**config.mk**
```make
export PLATFORM = sky130hd
export DESIGN_NAME = mem_arbiter_flat
export DESIGN_NICKNAME = d
export VERILOG_FILES = /design/src/rtl/mem_arbiter_if.sv /design/src/rtl/mem_arbiter.sv /design/src/flat_wrapper.sv
export SDC_FILE = /design/constraint.sdc
export NUM_CORES = 1
export LEC_CHECK = 0
export ABC_AREA = 1
export BUFFER_PORTS_ARGS = -buffer_cell sky130_fd_sc_hd__buf_4
export CELL_PAD_IN_SITES_DETAIL_PLACEMENT = 1
export CELL_PAD_IN_SITES_GLOBAL_PLACEMENT = 1
export CORE_MARGIN = 1
export CORE_UTILIZATION = 36
export DETAILED_ROUTE_END_ITERATION = 12
export HOLD_SLACK_MARGIN = 0.15
export PLACE_DENSITY = 0.84
export SYNTH_ARGS = -nofsm -noshare
export SYNTH_HDL_FRONTEND = slang
export SYNTH_SLANG_ARGS = --single-unit
export TNS_END_PERCENT = 10
```
**constraint.sdc**
```tcl
create_clock -name clk -period 2 [get_ports clk]
set_input_delay 0.3 -clock clk [delete_from_list [all_inputs] [get_ports clk]]
set_output_delay 0.3 -clock clk [all_outputs]
set_load 0.01 [all_outputs]
```
**src/rtl/mem_arbiter_if.sv**
```systemverilog
// Bus bundle between the two requesters, the arbiter and the data memory.
// The slave modport is the arbiter's view; master is the requester/memory side.
interface mem_arbiter_if #(
  parameter int ADDR_WIDTH = 6,
  parameter int DATA_WIDTH = 16
);
  // requester 0 (cpu memory port)
  logic                  req0;
  logic                  we0;
  logic [ADDR_WIDTH-1:0] addr0;
  logic [DATA_WIDTH-1:0] wdata0;
  logic                  gnt0;
  logic                  rvalid0;
  logic [DATA_WIDTH-1:0] rdata0;
  // requester 1 (program loader / debug port)
  logic                  req1;
  logic                  we1;
  logic [ADDR_WIDTH-1:0] addr1;
  logic [DATA_WIDTH-1:0] wdata1;
  logic                  gnt1;
  logic                  rvalid1;
  logic [DATA_WIDTH-1:0] rdata1;
  // memory side
  logic [DATA_WIDTH-1:0] mem_in;
  logic                  mem_we;
  logic [ADDR_WIDTH-1:0] mem_addr;
  logic [DATA_WIDTH-1:0] mem_data;
  logic                  busy;

  modport slave (
    input  req0, we0, addr0, wdata0, req1, we1, addr1, wdata1, mem_in,
    output gnt0, rvalid0, rdata0, gnt1, rvalid1, rdata1,
           mem_we, mem_addr, mem_data, busy
  );

  modport master (
    output req0, we0, addr0, wdata0, req1, we1, addr1, wdata1, mem_in,
    input  gnt0, rvalid0, rdata0, gnt1, rvalid1, rdata1,
           mem_we, mem_addr, mem_data, busy
  );
endinterface

```
**src/rtl/mem_arbiter.sv**
```systemverilog
// Two-requester round-robin arbiter / sequencer for a single-port
// synchronous-read data memory. One access in flight at a time:
// IDLE picks a requester, ACCESS drives the memory for one edge,
// RESP captures the read data returned by the memory.
module mem_arbiter #(
  parameter int ADDR_WIDTH = 6,
  parameter int DATA_WIDTH = 16
) (
  input logic          clk,
  input logic          rst_n,
  mem_arbiter_if.slave bus
);

  typedef enum logic [1:0] {IDLE, ACCESS, RESP} state_t;

  state_t                state_reg, state_next;
  logic                  last_reg, last_next;
  logic                  sel_reg, sel_next;
  logic                  sel_we_reg, sel_we_next;
  logic [1:0]            gnt_reg, gnt_next;
  logic [1:0]            rvalid_reg, rvalid_next;
  logic                  mem_we_reg, mem_we_next;
  logic [ADDR_WIDTH-1:0] mem_addr_reg, mem_addr_next;
  logic [DATA_WIDTH-1:0] mem_data_reg, mem_data_next;
  logic                  busy_reg;
  logic                  pick;

  // Requester inputs gathered into index-able form so selection is one mux.
  logic [1:0]            req_vec;
  logic [1:0]            we_vec;
  logic [ADDR_WIDTH-1:0] addr_vec [2];
  logic [DATA_WIDTH-1:0] wdata_vec [2];

  assign req_vec      = {bus.req1, bus.req0};
  assign we_vec       = {bus.we1, bus.we0};
  assign addr_vec[0]  = bus.addr0;
  assign addr_vec[1]  = bus.addr1;
  assign wdata_vec[0] = bus.wdata0;
  assign wdata_vec[1] = bus.wdata1;

  // Next-state and next-output logic; every register holds by default.
  always_comb begin
    state_next    = state_reg;
    last_next     = last_reg;
    sel_next      = sel_reg;
    sel_we_next   = sel_we_reg;
    gnt_next      = 2'b00;
    rvalid_next   = 2'b00;
    mem_we_next   = 1'b0;
    mem_addr_next = mem_addr_reg;
    mem_data_next = mem_data_reg;
    pick          = 1'b0;
    case (state_reg)
      IDLE: begin
        if (|req_vec) begin
          // A tie goes to whoever was not granted last; a lone request wins outright.
          pick          = (&req_vec) ? ~last_reg : req_vec[1];
          mem_addr_next = addr_vec[pick];
          mem_data_next = wdata_vec[pick];
          mem_we_next   = we_vec[pick];
          gnt_next[pick] = 1'b1;
          last_next     = pick;
          sel_next      = pick;
          sel_we_next   = we_vec[pick];
          state_next    = ACCESS;
        end
      end
      ACCESS: begin
        // Writes are done once the memory has sampled them; reads wait for data.
        state_next = sel_we_reg ? IDLE : RESP;
      end
      RESP: begin
        rvalid_next[sel_reg] = 1'b1;
        state_next           = IDLE;
      end
      default: begin
        state_next = IDLE;
      end
    endcase
  end

  // State and registered outputs; reset discards any in-flight access.
  always_ff @(posedge clk or negedge rst_n) begin
    if (!rst_n) begin
      state_reg    <= IDLE;
      last_reg     <= 1'b1;
      sel_reg      <= 1'b0;
      sel_we_reg   <= 1'b0;
      gnt_reg      <= 2'b00;
      rvalid_reg   <= 2'b00;
      mem_we_reg   <= 1'b0;
      mem_addr_reg <= '0;
      mem_data_reg <= '0;
      busy_reg     <= 1'b0;
    end else begin
      state_reg    <= state_next;
      last_reg     <= last_next;
      sel_reg      <= sel_next;
      sel_we_reg   <= sel_we_next;
      gnt_reg      <= gnt_next;
      rvalid_reg   <= rvalid_next;
      mem_we_reg   <= mem_we_next;
      mem_addr_reg <= mem_addr_next;
      mem_data_reg <= mem_data_next;
      busy_reg     <= (state_next != IDLE);
    end
  end

  // Per-requester read data; only the selected side captures, the other holds.
  for (genvar gi = 0; gi < 2; gi++) begin : g_rdata
    logic [DATA_WIDTH-1:0] rdata_reg;
    // Capture the memory word during RESP for the requester being served.
    always_ff @(posedge clk or negedge rst_n) begin
      if (!rst_n) begin
        rdata_reg <= '0;
      end else if (state_reg == RESP && sel_reg == 1'(gi)) begin
        rdata_reg <= bus.mem_in;
      end
    end
  end

  assign bus.gnt0     = gnt_reg[0];
  assign bus.gnt1     = gnt_reg[1];
  assign bus.rvalid0  = rvalid_reg[0];
  assign bus.rvalid1  = rvalid_reg[1];
  assign bus.rdata0   = g_rdata[0].rdata_reg;
  assign bus.rdata1   = g_rdata[1].rdata_reg;
  assign bus.mem_we   = mem_we_reg;
  assign bus.mem_addr = mem_addr_reg;
  assign bus.mem_data = mem_data_reg;
  assign bus.busy     = busy_reg;

endmodule

```
**src/flat_wrapper.sv**
```systemverilog
// flat-port wrapper written by rule: the top's interface ports become plain ports
module mem_arbiter_flat 
#(
  parameter int ADDR_WIDTH = 6,
  parameter int DATA_WIDTH = 16
)
  (clk, rst_n, bus_req0, bus_we0, bus_addr0, bus_wdata0, bus_req1, bus_we1, bus_addr1, bus_wdata1, bus_mem_in, bus_gnt0, bus_rvalid0, bus_rdata0, bus_gnt1, bus_rvalid1, bus_rdata1, bus_mem_we, bus_mem_addr, bus_mem_data, bus_busy);
  mem_arbiter_if #(.ADDR_WIDTH(ADDR_WIDTH), .DATA_WIDTH(DATA_WIDTH)) bus_i ();
  input logic clk;
  input logic rst_n;
  input wire logic [$bits(bus_i.req0)-1:0] bus_req0;
  input wire logic [$bits(bus_i.we0)-1:0] bus_we0;
  input wire logic [$bits(bus_i.addr0)-1:0] bus_addr0;
  input wire logic [$bits(bus_i.wdata0)-1:0] bus_wdata0;
  input wire logic [$bits(bus_i.req1)-1:0] bus_req1;
  input wire logic [$bits(bus_i.we1)-1:0] bus_we1;
  input wire logic [$bits(bus_i.addr1)-1:0] bus_addr1;
  input wire logic [$bits(bus_i.wdata1)-1:0] bus_wdata1;
  input wire logic [$bits(bus_i.mem_in)-1:0] bus_mem_in;
  output wire logic [$bits(bus_i.gnt0)-1:0] bus_gnt0;
  output wire logic [$bits(bus_i.rvalid0)-1:0] bus_rvalid0;
  output wire logic [$bits(bus_i.rdata0)-1:0] bus_rdata0;
  output wire logic [$bits(bus_i.gnt1)-1:0] bus_gnt1;
  output wire logic [$bits(bus_i.rvalid1)-1:0] bus_rvalid1;
  output wire logic [$bits(bus_i.rdata1)-1:0] bus_rdata1;
  output wire logic [$bits(bus_i.mem_we)-1:0] bus_mem_we;
  output wire logic [$bits(bus_i.mem_addr)-1:0] bus_mem_addr;
  output wire logic [$bits(bus_i.mem_data)-1:0] bus_mem_data;
  output wire logic [$bits(bus_i.busy)-1:0] bus_busy;
  assign bus_i.req0 = bus_req0;
  assign bus_i.we0 = bus_we0;
  assign bus_i.addr0 = bus_addr0;
  assign bus_i.wdata0 = bus_wdata0;
  assign bus_i.req1 = bus_req1;
  assign bus_i.we1 = bus_we1;
  assign bus_i.addr1 = bus_addr1;
  assign bus_i.wdata1 = bus_wdata1;
  assign bus_i.mem_in = bus_mem_in;
  assign bus_gnt0 = bus_i.gnt0;
  assign bus_rvalid0 = bus_i.rvalid0;
  assign bus_rdata0 = bus_i.rdata0;
  assign bus_gnt1 = bus_i.gnt1;
  assign bus_rvalid1 = bus_i.rvalid1;
  assign bus_rdata1 = bus_i.rdata1;
  assign bus_mem_we = bus_i.mem_we;
  assign bus_mem_addr = bus_i.mem_addr;
  assign bus_mem_data = bus_i.mem_data;
  assign bus_busy = bus_i.busy;
  mem_arbiter #(.ADDR_WIDTH(ADDR_WIDTH), .DATA_WIDTH(DATA_WIDTH)) u_core (.clk(clk), .rst_n(rst_n), .bus(bus_i));
endmodule
```
==> out/results.md <==
• 0 — Setup Fix Bufs, Post-CTS
• 0 — final antenna-violating net count
• 65 — number of storage elements in the synthesis netlist
• 0.008053 mm² — die area
• 515 — nets@finish
• 323 — instance count of the mapped netlist
• 0 — Yosys warning total
• 48 — DR iter-0 viols
• 8.580 µm² — mean cell area of the mapped netlist
• 2 — buffers from clock root to sink, at most
• 0 — antenna violations before repair
• 553 — final std cells w/o fill
• 44.42% — layout-stage area growth over the synthesis result
• 0.5213 mV — maximum vdd ir drop
• 0.2289 ns — hold slack
• yes — clock tree from TritonCTS
• 0.008560 ns — worst clock skew on the final layout
• 0 — final count of pins violating max slew
• dfrtp_1 — predominant post-synthesis flop cell
• 0.7381 — weighted congestion reported at the end of routability-driven placement
• flip-flop to flip-flop — WS Path Type
• 895 — fill cell instance count of the final layout
• 0.002771 mm² — netlist area before placement
• 0.07 ns — clock transition at the registers of the reported paths
• 0.5874 — sequential cell area fraction in the yosys report
• 0.001628 mm² — register area
• 0.3414 — share of layout cells above drive strength 1
• 0 ns — Total Neg Setup Slack
• clkbuf_8 — cell chosen for the clock root
• 0.002279 µW — Leakage Power
• inv_1, nand2_1, nor2_8, inv_4, nand2_1, nand2_1 — critical path cell sequence
• nand2_1 — cell with the most instances on the worst path
• 1.417 ns — Final Critical Period
• 2.23 ns — data required time at the worst endpoint
• 0 — final hold violation count
• 13.49 µm — routed length per placed instance
• 0.41 ns — largest stage delay on the critical path
• 89.74 µm — Die W
• no — unrepaired setup endpoints after global routing
• dfrtp_1 — highest-delay cell along the critical path
• 0 — number of diodes
• 4 — number of search-and-repair iterations in the first detailed-routing pass
• 4.580 — Vias per Instance
• 12730 µm — wire length of the first global-routing pass
• 0 — number of design rule violations left after detail routing
• 0.3781 — starting utilization of the core area
• simple AND/OR/NAND/NOR gates — Top delay family on crit path
• 65 — # clock sinks
• 2 — combined buffer and inverter count along the critical path
• 125 — number of port buffers
• 1.000 — share of synthesized registers carrying an async set or reset
• 0.4138 ns — worst slew pin tran
• 2654 — number of global-route vias before repair
• flip-flop — crit path launch type
• 389 — total nets after synthesis
• 0.007331 mm² — area of the core
• 0.7241 — worst slew margin relative to its limit
• 5384 µm — post-detailed-placement half-perimeter wirelength
• 0.5460 — final cell utilization of the core
• 20 — library cells used by synthesis
• 9 — cts bufs inserted
• 0.003764 mm² — post-placement cell area
• dfrtp_1 58%, nand2_1 20%, o21ai_0 6.0%, nand3_1 4.5%, inv_1 3.5% — cells taking the most area after synthesis
• 920.9 µm² — Multi-input gate area
• 0 — Post-CTS Resized
• 706.0 MHz — FMAX
• 3 — CTS H-tree depth
• 0.7083 — final cycle utilization of the critical path
• primary input to flip-flop — Hold WC Path Type
• 144 x nand2_1, 64 x dfrtp_1, 33 x o21ai_0, 26 x inv_1, 25 x nand3_1 — Commonest cells post-synth
• 0.004003 mm² — cell area after layout
• 0.5779 — proportion of netlist area held by the largest area contributor
• 7460 µm — wirelength, routed
• 34 — maximum number of pins on one net before global-route repair
• 0 — final-report setup violation count
• 89.74 µm — height of the die
• 126 — Top-Level Pins
• finished, final reports clean — result of the run
• 31 — number of core rows
• 1534 mW/mm² — PwrDens
• 0 — number of flops mapped to enable cells by yosys
• 536 — Placed Cells incl. Taps
• flip-flop — endpoint kind of the worst setup timing path
• 0 — total congestion overflow after global routing
• nand2_1 — most used standard cell by instance count after synthesis
• 27 — highest fanout seen on the critical path
• dfrtp_1 — cell taking the most area after synthesis
• 2533 — via count
• 0.1998 — overall fraction of global-route tracks in use
• 1.65 ns — Arr. time, crit path
• 0.34 ns — clock network latency to the later pin of the worst-skew pair
• 0 — MaxCap Viol Count
## logic make-up (layout without fill, tap and decap cells)
group                  Yosys count  in the layout  synth area share
flip-flops                      65             65            0.5874
AO/OA/AOI/OAI                   33             33           0.05959
AND/OR/NAND/NOR                180            180            0.2727
buffers and inverters           45            176           0.08036
## layer usage
| layer | routed length, µm | track usage |
|---|---|---|
| met1 | 3379 | 0.2597 |
| met2 | 3525 | 0.3186 |
| met3 | 489 | 0.06599 |
| met4 | 65 | 0.05738 |
| met5 | 0 | 0 |
## final timing paths
check	startpoint	end	slack, ns	cells after the start
worst max-delay path	u_core.state_reg[1]	u_core.bus.mem_data[9]	0.58	6
worst min-delay path	bus_mem_in[0]	u_core.bus.rdata1[0]	0.23	3
worst max register to register	u_core.state_reg[1]	u_core.bus.mem_data[9]	0.58	6
worst min register to register	u_core.sel_we_reg	u_core.state_reg[1]	0.46	1
max in group asynchronous	rst_n	u_core.bus.rdata1[12]	0.98	3
min in group asynchronous	rst_n	u_core.bus.rdata1[8]	0.44	2
## layout make-up
type / count / area share
inverter: 28 / 0.02688
multi-input combinational: 213 / 0.2301
clock buffer: 11 / 0.03782
sequential: 65 / 0.4067
clock inverter: 5 / 0.01938
timing repair buffer: 132 / 0.2482
tap: 99 / 0.03095
## metrics by stage
step	setup WS (ns)	power, µW
floorplan	0.8920	3636
global placement	0.5424	4818
detailed placement	0.5155	4937
CTS	0.5419	6243
global route	0.3987	6612
finish	0.5835	6140
## cell usage in the layout (no fill, tap or decap)
| cell | netlist | layout |
|---|---|---|
| inv_2 | 1 | 1 |
| or2_2 | 1 | 1 |
| nor2_4 | 1 | 1 |
| buf_4 | 3 | 131 |
| clkinvlp_4 | 0 | 1 |
| nor3_1 | 1 | 1 |
| nand2_4 | 1 | 1 |
| nor2_8 | 1 | 1 |
| o21ai_0 | 33 | 33 |
| clkinv_2 | 0 | 2 |
| nand2_1 | 144 | 144 |
| inv_1 | 26 | 26 |
| nor2_1 | 2 | 2 |
| dfrtp_1 | 64 | 64 |
| clkbuf_8 | 0 | 11 |
| dfstp_2 | 1 | 1 |
| nand2_2 | 1 | 1 |
| bufinv_16 | 0 | 2 |
| inv_4 | 1 | 1 |
| dlygate4sd3_1 | 0 | 1 |
| nand3b_1 | 3 | 3 |
| nand3_1 | 25 | 25 |
## worst min-delay path: cells and delay by family
kind / cells / cell delay [ns]
AOI/OAI and AO/OA: 1 / 0.07
buffers and inverters: 2 / 0.16
## where the power goes
part           switching, µW  total, µW  internal (µW)
clock                    498       1260            765
sequential               365       2330           1970
combinational           1370       2550           1170
## what timing repair did
| item | CTS | global route |
|---|---|---|
| endpoints found under the hold margin | 29 | 0 |
| endpoints found under the setup margin | 0 | 0 |
| hold buffers | 1 | 0 |
No activity file was read; power rests on OpenSTA's default activity.
